===== src/rtl/addr_cvt_burst.sv =====
// addr_cvt_burst
// Decodes one (Bx, By) im2col patch request into channel / kernel-row /
// kernel-col and output-row / output-col indices, then emits a burst of
// element addresses for consecutive By positions. Padding beats are
// redirected to a zero-page address. The burst is clipped at the end of
// the output plane.
//
// Ports:
//   clk, rst            clock (rising edge), asynchronous active-high reset
//   dma_req/dma_ready   request handshake; dma_ready is high only when idle
//   Bx, By, burst_len   patch request (sampled on accept)
//   ksize, stride, pad  convolution geometry (sampled on accept)
//   image_addr, image_size, image_size_pow, win_dim, addr0
//                       image layout and zero page (sampled on accept)
//   addr, is_pad, last  registered beat, qualified by req_valid
//   req_valid/req_ready beat handshake
//   err                 only when ADDR_CVT_ERR_EN is defined: one-cycle
//                       pulse on a rejected request
//
// Optional feature macro: ADDR_CVT_ERR_EN
module addr_cvt_burst #(
  parameter int ADDR_W     = 32,
  parameter int IDX_W      = 16,
  parameter int DIM_W      = 8,
  parameter int KS_W       = 4,
  parameter int BL_W       = 8,
  parameter int ELEM_SHIFT = 0
) (
  input  logic                 clk,
  input  logic                 rst,
  input  logic                 dma_req,
  output logic                 dma_ready,
  input  logic [IDX_W-1:0]     Bx,
  input  logic [IDX_W-1:0]     By,
  input  logic [BL_W-1:0]      burst_len,
  input  logic [KS_W-1:0]      ksize,
  input  logic [1:0]           stride,
  input  logic [1:0]           pad,
  input  logic [ADDR_W-1:0]    image_addr,
  input  logic [DIM_W-1:0]     image_size,
  input  logic [2*DIM_W-1:0]   image_size_pow,
  input  logic [IDX_W-1:0]     win_dim,
  input  logic [ADDR_W-1:0]    addr0,
  output logic [ADDR_W-1:0]    addr,
  output logic                 is_pad,
  output logic                 last,
  output logic                 req_valid,
  input  logic                 req_ready
`ifdef ADDR_CVT_ERR_EN
  ,
  output logic                 err
`endif
);

  localparam int SW    = DIM_W + IDX_W + 2;   // signed image-coordinate width
  localparam int KW2   = 2 * KS_W;            // width of ksize^2 and of r
  localparam int CNT_W = $clog2(IDX_W + KW2 + 1);
  localparam int AW    = 2 * IDX_W + 1;       // width of win_dim^2 - By

  typedef enum logic [2:0] {IDLE, DIV1, DIV2, CALC, EMIT} state_t;
  state_t state_reg, state_next;

  // Request snapshot
  logic [IDX_W-1:0]   bx_reg, by_reg, win_dim_reg;
  logic [BL_W-1:0]    blen_reg;
  logic [KS_W-1:0]    ksize_reg;
  logic [1:0]         stride_reg, pad_reg;
  logic [ADDR_W-1:0]  image_addr_reg, addr0_reg;
  logic [DIM_W-1:0]   image_size_reg;
  logic [2*DIM_W-1:0] image_size_pow_reg;

  // Divider state: quotient registers start holding the dividend and shift
  // it out MSB-first while quotient bits shift in.
  logic [IDX_W-1:0]   q1a_reg, r1a_reg, q1b_reg;
  logic [KW2-1:0]     r1b_reg, q2_reg;
  logic [KS_W-1:0]    r2_reg;
  logic [CNT_W-1:0]   cnt_reg;

  // Beat walker
  logic [IDX_W-1:0]   ox_reg;
  logic [KS_W-1:0]    kx_reg;
  logic [SW-1:0]      iy_reg, ix_reg;
  logic [ADDR_W-1:0]  chan_base_reg;
  logic [BL_W-1:0]    rem_reg;

  assign dma_ready = (state_reg == IDLE);

  // ---------------- restoring division steps ----------------
  logic [KW2-1:0]   ksq;
  logic [IDX_W:0]   a_shift;
  logic [KW2:0]     b_shift;
  logic [KS_W:0]    c_shift;
  logic             a_ge, b_ge, c_ge;
  logic [IDX_W-1:0] r1a_step, q1a_step, q1b_step;
  logic [KW2-1:0]   r1b_step, q2_step;
  logic [KS_W-1:0]  r2_step;

  assign ksq      = KW2'(ksize_reg) * KW2'(ksize_reg);
  assign a_shift  = {r1a_reg, q1a_reg[IDX_W-1]};
  assign a_ge     = a_shift >= {1'b0, win_dim_reg};
  assign r1a_step = a_ge ? IDX_W'(a_shift - {1'b0, win_dim_reg}) : IDX_W'(a_shift);
  assign q1a_step = {q1a_reg[IDX_W-2:0], a_ge};
  assign b_shift  = {r1b_reg, q1b_reg[IDX_W-1]};
  assign b_ge     = b_shift >= {1'b0, ksq};
  assign r1b_step = b_ge ? KW2'(b_shift - {1'b0, ksq}) : KW2'(b_shift);
  assign q1b_step = {q1b_reg[IDX_W-2:0], b_ge};
  assign c_shift  = {r2_reg, q2_reg[KW2-1]};
  assign c_ge     = c_shift >= {1'b0, ksize_reg};
  assign r2_step  = c_ge ? KS_W'(c_shift - {1'b0, ksize_reg}) : KS_W'(c_shift);
  assign q2_step  = {q2_reg[KW2-2:0], c_ge};

  // ---------------- CALC: coordinates and clipped beat count ----------------
  logic [SW-1:0]   iy_calc, ix_calc;
  logic [AW-1:0]   avail;
  logic [BL_W-1:0] blen_eff, rem_calc;
  logic            avail_none, calc_err;

  assign iy_calc  = SW'(q1a_reg) * SW'(stride_reg) + SW'(q2_reg) - SW'(pad_reg);
  assign ix_calc  = SW'(r1a_reg) * SW'(stride_reg) + SW'(r2_reg) - SW'(pad_reg);
  assign avail    = AW'(win_dim_reg) * AW'(win_dim_reg) - AW'(by_reg);
  assign avail_none = avail[AW-1] || (avail == '0);
  assign blen_eff = (blen_reg == '0) ? BL_W'(1) : blen_reg;
  // A request past the plane end still emits one beat so the FSM always drains.
  assign rem_calc = avail_none ? BL_W'(1) :
                    (avail < AW'(blen_eff)) ? BL_W'(avail) : blen_eff;

`ifdef ADDR_CVT_ERR_EN
  assign calc_err = (ksize_reg == '0) || (win_dim_reg == '0) ||
                    (image_size_reg == '0) || avail_none;
`else
  assign calc_err = 1'b0;
`endif

  // ---------------- beat address generation ----------------
  // While a beat is showing, the next beat is built from the advanced
  // coordinates; otherwise from the current ones (first beat after CALC).
  logic [IDX_W:0]    ox_inc;
  logic              wrap;
  logic [IDX_W-1:0]  ox_adv;
  logic [SW-1:0]     iy_adv, ix_adv, beat_iy, beat_ix;
  logic              beat_pad;
  logic [ADDR_W-1:0] beat_off, beat_addr;

  assign ox_inc  = {1'b0, ox_reg} + 1'b1;
  assign wrap    = !(ox_inc < {1'b0, win_dim_reg});
  assign ox_adv  = wrap ? '0 : ox_inc[IDX_W-1:0];
  assign ix_adv  = wrap ? SW'(kx_reg) - SW'(pad_reg) : ix_reg + SW'(stride_reg);
  assign iy_adv  = wrap ? iy_reg + SW'(stride_reg) : iy_reg;
  assign beat_iy = req_valid ? iy_adv : iy_reg;
  assign beat_ix = req_valid ? ix_adv : ix_reg;
  assign beat_pad = beat_iy[SW-1] || beat_ix[SW-1] ||
                    (beat_iy >= SW'(image_size_reg)) || (beat_ix >= SW'(image_size_reg));
  assign beat_off = chan_base_reg + ADDR_W'(beat_iy) * ADDR_W'(image_size_reg) + ADDR_W'(beat_ix);
  assign beat_addr = beat_pad ? addr0_reg : image_addr_reg + (beat_off << ELEM_SHIFT);

  // ---------------- FSM ----------------
  always_ff @(posedge clk or posedge rst) begin
    if (rst) state_reg <= IDLE;
    else     state_reg <= state_next;
  end

  always_comb begin
    state_next = state_reg;
    case (state_reg)
      IDLE: if (dma_req) state_next = DIV1;
      DIV1: if (cnt_reg == CNT_W'(IDX_W - 1)) state_next = DIV2;
      DIV2: if (cnt_reg == CNT_W'(KW2 - 1)) state_next = CALC;
      CALC: state_next = calc_err ? IDLE : EMIT;
      EMIT: if (req_valid && req_ready && rem_reg == BL_W'(1)) state_next = IDLE;
      default: state_next = IDLE;
    endcase
  end

  // ---------------- datapath ----------------
  always_ff @(posedge clk or posedge rst) begin
    if (rst) begin
      bx_reg <= '0; by_reg <= '0; win_dim_reg <= '0; blen_reg <= '0;
      ksize_reg <= '0; stride_reg <= '0; pad_reg <= '0;
      image_addr_reg <= '0; addr0_reg <= '0; image_size_reg <= '0;
      image_size_pow_reg <= '0;
      q1a_reg <= '0; r1a_reg <= '0; q1b_reg <= '0; r1b_reg <= '0;
      q2_reg <= '0; r2_reg <= '0; cnt_reg <= '0;
      ox_reg <= '0; kx_reg <= '0; iy_reg <= '0; ix_reg <= '0;
      chan_base_reg <= '0; rem_reg <= '0;
      addr <= '0; is_pad <= 1'b0; last <= 1'b0; req_valid <= 1'b0;
`ifdef ADDR_CVT_ERR_EN
      err <= 1'b0;
`endif
    end else begin
`ifdef ADDR_CVT_ERR_EN
      err <= 1'b0;
`endif
      case (state_reg)
        IDLE: if (dma_req) begin
          bx_reg <= Bx; by_reg <= By; blen_reg <= burst_len; win_dim_reg <= win_dim;
          ksize_reg <= ksize; pad_reg <= pad;
          stride_reg <= (stride == 2'd0) ? 2'd1 : stride;
          image_addr_reg <= image_addr; addr0_reg <= addr0;
          image_size_reg <= image_size; image_size_pow_reg <= image_size_pow;
          q1a_reg <= By; r1a_reg <= '0; q1b_reg <= Bx; r1b_reg <= '0;
          cnt_reg <= '0;
        end
        DIV1: begin
          q1a_reg <= q1a_step; r1a_reg <= r1a_step;
          q1b_reg <= q1b_step; r1b_reg <= r1b_step;
          cnt_reg <= cnt_reg + 1'b1;
          if (cnt_reg == CNT_W'(IDX_W - 1)) begin
            // r = Bx % ksize^2 becomes the dividend of the second division
            q2_reg  <= r1b_step;
            r2_reg  <= '0;
            cnt_reg <= '0;
          end
        end
        DIV2: begin
          q2_reg <= q2_step; r2_reg <= r2_step;
          cnt_reg <= cnt_reg + 1'b1;
        end
        CALC: begin
          ox_reg <= r1a_reg; kx_reg <= r2_reg;
          iy_reg <= iy_calc; ix_reg <= ix_calc;
          chan_base_reg <= ADDR_W'(q1b_reg) * ADDR_W'(image_size_pow_reg);
          rem_reg <= rem_calc;
`ifdef ADDR_CVT_ERR_EN
          err <= calc_err;
`endif
        end
        EMIT: begin
          if (!req_valid) begin
            addr <= beat_addr; is_pad <= beat_pad;
            last <= (rem_reg == BL_W'(1));
            req_valid <= 1'b1;
          end else if (req_ready) begin
            if (rem_reg == BL_W'(1)) begin
              req_valid <= 1'b0; last <= 1'b0; is_pad <= 1'b0;
            end else begin
              ox_reg <= ox_adv; iy_reg <= iy_adv; ix_reg <= ix_adv;
              rem_reg <= rem_reg - 1'b1;
              addr <= beat_addr; is_pad <= beat_pad;
              last <= (rem_reg == BL_W'(2));
            end
          end
        end
        default: ;
      endcase
    end
  end

endmodule


===== config.mk =====
export PLATFORM = sky130hd
export DESIGN_NAME = addr_cvt_burst
export DESIGN_NICKNAME = d
export VERILOG_FILES = /design/src/rtl/addr_cvt_burst.sv
export SDC_FILE = /design/constraint.sdc
export NUM_CORES = 2
export LEC_CHECK = 0
export ABC_CLOCK_PERIOD_IN_PS = 14200
export CORE_MARGIN = 5
export CORE_UTILIZATION = 47
export DETAILED_ROUTE_END_ITERATION = 7
export DONT_BUFFER_PORTS = 1
export PLACE_DENSITY = 0.62
export SETUP_SLACK_MARGIN = 0.02
export SYNTH_ARGS = -nofsm -noshare
export SYNTH_HDL_FRONTEND = slang
export SYNTH_SLANG_ARGS = --single-unit

===== constraint.sdc =====
create_clock -name clk -period 14.2 [get_ports clk]
set_input_delay 3.55 -clock clk [delete_from_list [all_inputs] [get_ports clk]]
set_output_delay 3.55 -clock clk [all_outputs]
set_load 0.03 [all_outputs]

==> run_results.csv <==
group,metric,value,unit
critical_path,cp_common_cell,"fa_1",
floorplanning,start_util,47.5,%
sta,tightest_slew,1.07,ns
yosys,synth_ff_type,"dfrtp_1",
global_route,grt_pass1_wl,218000,microns
route,drt_first_pass_iters,6,
layout,drive_above_1_share,4.36,%
sta,rsz0062_at_grt,"false",
critical_path,r2r-start,"ox_reg[2]$_DFFE_PP0P_",
sta,max_slew_margin,27.9,%
cts,clkSlewWorstSetupHoldPaths,0.06,ns
layout,stdcell_count,6728,
global_route,grt_max_degree,153,
cts,cts_tree,"done",
yosys,yosysSeqAreaShare,18.9,%
placed_design,dp.cells,6643,
critical_path,setup.worst_path.start,"ox_reg[2]$_DFFE_PP0P_",
yosys,synth.ff_latch_count,359,
sta,min_period_over_period,76.4,%
critical_path,worst_setup_path_start_kind,"register",
sta,hold_viol_final,0,
yosys,synth_nets,6708,
critical_path,required,14.75,ns
route,num_vias,37200,
global_route,track_usage,25.5,%
route,highest_layer,"met5",
route,met1Wirelength,61000,microns
sta,fin_tns_setup,0,ns
layout,fin_area,0.0505,sq mm
critical_path,crit_buf_inv,3,
layout,area_growth,5.94,%
worst_hold_path,hp-class,"register to register",
placed_design,post_dp_cell_area,0.0489,sq mm
yosys,syn_area_per_cell,8.72,sq um
yosys,synth_edf_count,0,
floorplanning,num_rows,116,
floorplanning,dieArea,0.108,sq mm
run_status,status,"finished clean",
route,drc,0,
worst_hold_path,hold_start,"chan_base_reg[0]$_DFFE_PP0P_",
cts,cts_sinks,359,
placed_design,dp_hpwl,107000,microns
cts,clock_path_buffers,3,
sta,finalCriticalPeriod,10.85,ns
sta,final-setup-viol-count,0,
yosys,ys_types,90,
cts,post-cts-setup-buffer-count,0,
sta,max_freq,92.2,MHz
route,wl_met2,60600,microns
cts,cts_resized,0,
critical_path,cp_data_arrival_time,11.40,ns
critical_path,cp_slowest_stage_delay,0.56,ns
global_route,grt_pass1_vias,38100,
cts,cts_made_buffers,46,
floorplanning,die_w,328,microns
layout,nFillCells,9546,
sta,slew_violations,0,
cts,root_buffer,"clkbuf_16",
critical_path,crit_path_max_fanout,38,
placed_design,gp_congestion,0.897,
route,finalWirelength,135000,microns
critical_path,path_class,"register to register",
layout,register_area,0.00898,sq mm
yosys,synth_top_area_share,26.3,%
placed_design,portBuffers,0,
yosys,synth_warnings,0,
yosys,synthTopCellsByArea,"fa_1, dfrtp_1, ha_1",
route,wl_per_cell,20.1,microns
global_route,overflow,0,
yosys,netlist_instances,5465,
job,drv_cap,0,
yosys,synthArstFlopShare,100,%
floorplanning,fp.coreArea,0.100,sq mm
critical_path,cp-end-kind,"register",
yosys,synth_common_cells,"inv_1, nand2_1, fa_1, ha_1, dfrtp_1",
yosys,yosysTopAreaCell,"fa_1",
layout,multi_input_area,0.0342,sq mm
route,viasPerCell,5.53,
sta,fin_skew,0.0454,ns
global_route,antenna_found_initial,6,
route,drt_iter0_drc,2578,
floorplanning,pin_count,192,
cts,cts_max_level,2,
critical_path,path_delay_family,"adder cells",
cts,worstSkewPairLatency,0.65,ns
cts,ctsHoldBuffers,0,
floorplanning,die_h,328,microns
critical_path,cpMaxStageDelayCell,"fa_1",
yosys,yosysMostFrequentCell,"inv_1",
yosys,syn_area,0.0476,sq mm
route,ant_nets,0,
route,route.met3.wl,9700,microns
layout,fin_nets,6577,
cell type report:
class	count	share of cell area, %
well taps	1357	3.36
inverters	966	7.20
diodes	1	0.00496
multi-input cells	3909	67.8
repair buffers	52	0.798
clock buffers	63	2.57
flip-flops and latches	359	17.8
clock inverters	21	0.488
layer usage:
metal / GRT usage, % / up-vias
met5: 0 / -
met4: 6.98 / 4
met3: 5.19 / 203
met2: 40.1 / 1102
met1: 36.2 / 18600
li1: - / 17300
final timing paths:
| kind | end | slack (ns) | cells past startpoint |
|---|---|---|---|
| max in group asynchronous | image_size_pow_reg[12]$_DFFE_PP0P_ | 9.89 | 2 |
| setup reg to reg | addr[31]$_DFFE_PP0P_ | 3.35 | 36 |
| min in group asynchronous | rem_reg[6]$_DFFE_PP0P_ | 2.89 | 1 |
| setup / recovery | addr[31]$_DFFE_PP0P_ | 3.35 | 36 |
| hold / removal | chan_base_reg[0]$_DFFE_PP0P_ | 0.49 | 2 |
| hold reg to reg | chan_base_reg[0]$_DFFE_PP0P_ | 0.49 | 2 |
cell families after synthesis:
family,synth area share (%)
XOR/XNOR,3.11
AO/OA/AOI/OAI,11.4
flip-flops,18.9
adder cells (fa/ha/maj),38.4
multiplexers,2.93
buffers and inverters,9.48
AND/OR/NAND/NOR,15.8
cells in the final DEF, fill, tap and decap left out, types with 13 or more instances in the layout:
| cell type | instances |
|---|---|
| o21bai_1 | 14 |
| o211ai_1 | 15 |
| nor3_1 | 74 |
| fa_1 | 626 |
| buf_4 | 51 |
| and2_1 | 177 |
| nand2_1 | 829 |
| nand4_1 | 29 |
| o21ai_1 | 36 |
| xnor2_1 | 110 |
| a211oi_1 | 27 |
| inv_1 | 957 |
| or3_1 | 18 |
| ha_1 | 461 |
| a211o_1 | 13 |
| o21ai_0 | 280 |
| nand3_1 | 104 |
| a22oi_1 | 27 |
| mux2_2 | 68 |
| a31oi_1 | 38 |
| clkbuf_16 | 47 |
| mux2i_1 | 63 |
| a21o_1 | 54 |
| a21oi_1 | 200 |
| nor2b_1 | 29 |
| o21a_1 | 24 |
| dfrtp_1 | 358 |
| nor4_1 | 24 |
| xor2_1 | 59 |
| o31ai_1 | 15 |
| nor2_1 | 236 |
| and3_1 | 25 |
| nand2b_1 | 28 |
per-stage QoR:
step	worst slack, ns	hold WS [ns]	utilization (%)
after floorplan	0.688	0.445	-
after global placement	3.64	0.463	48.8
after detailed placement	3.42	0.476	48.8
after CTS	3.46	0.491	50.3
after global routing	2.53	0.516	50.3
final	3.35	0.487	50.3
worst reg2reg max path: cells and delay by family (launching register included):
kind / cells / cell delay, ns
flops: 1 / 0.42
buf+inv: 3 / 0.50
fa+ha+maj: 8 / 3.52
xor+xnor: 3 / 0.88
simple gates: 11 / 2.57
compound gates: 11 / 2.89
Power is left out: the tool's default activity adds up to more than one toggle a clock period on the data nets, which glitch-free logic cannot reach.
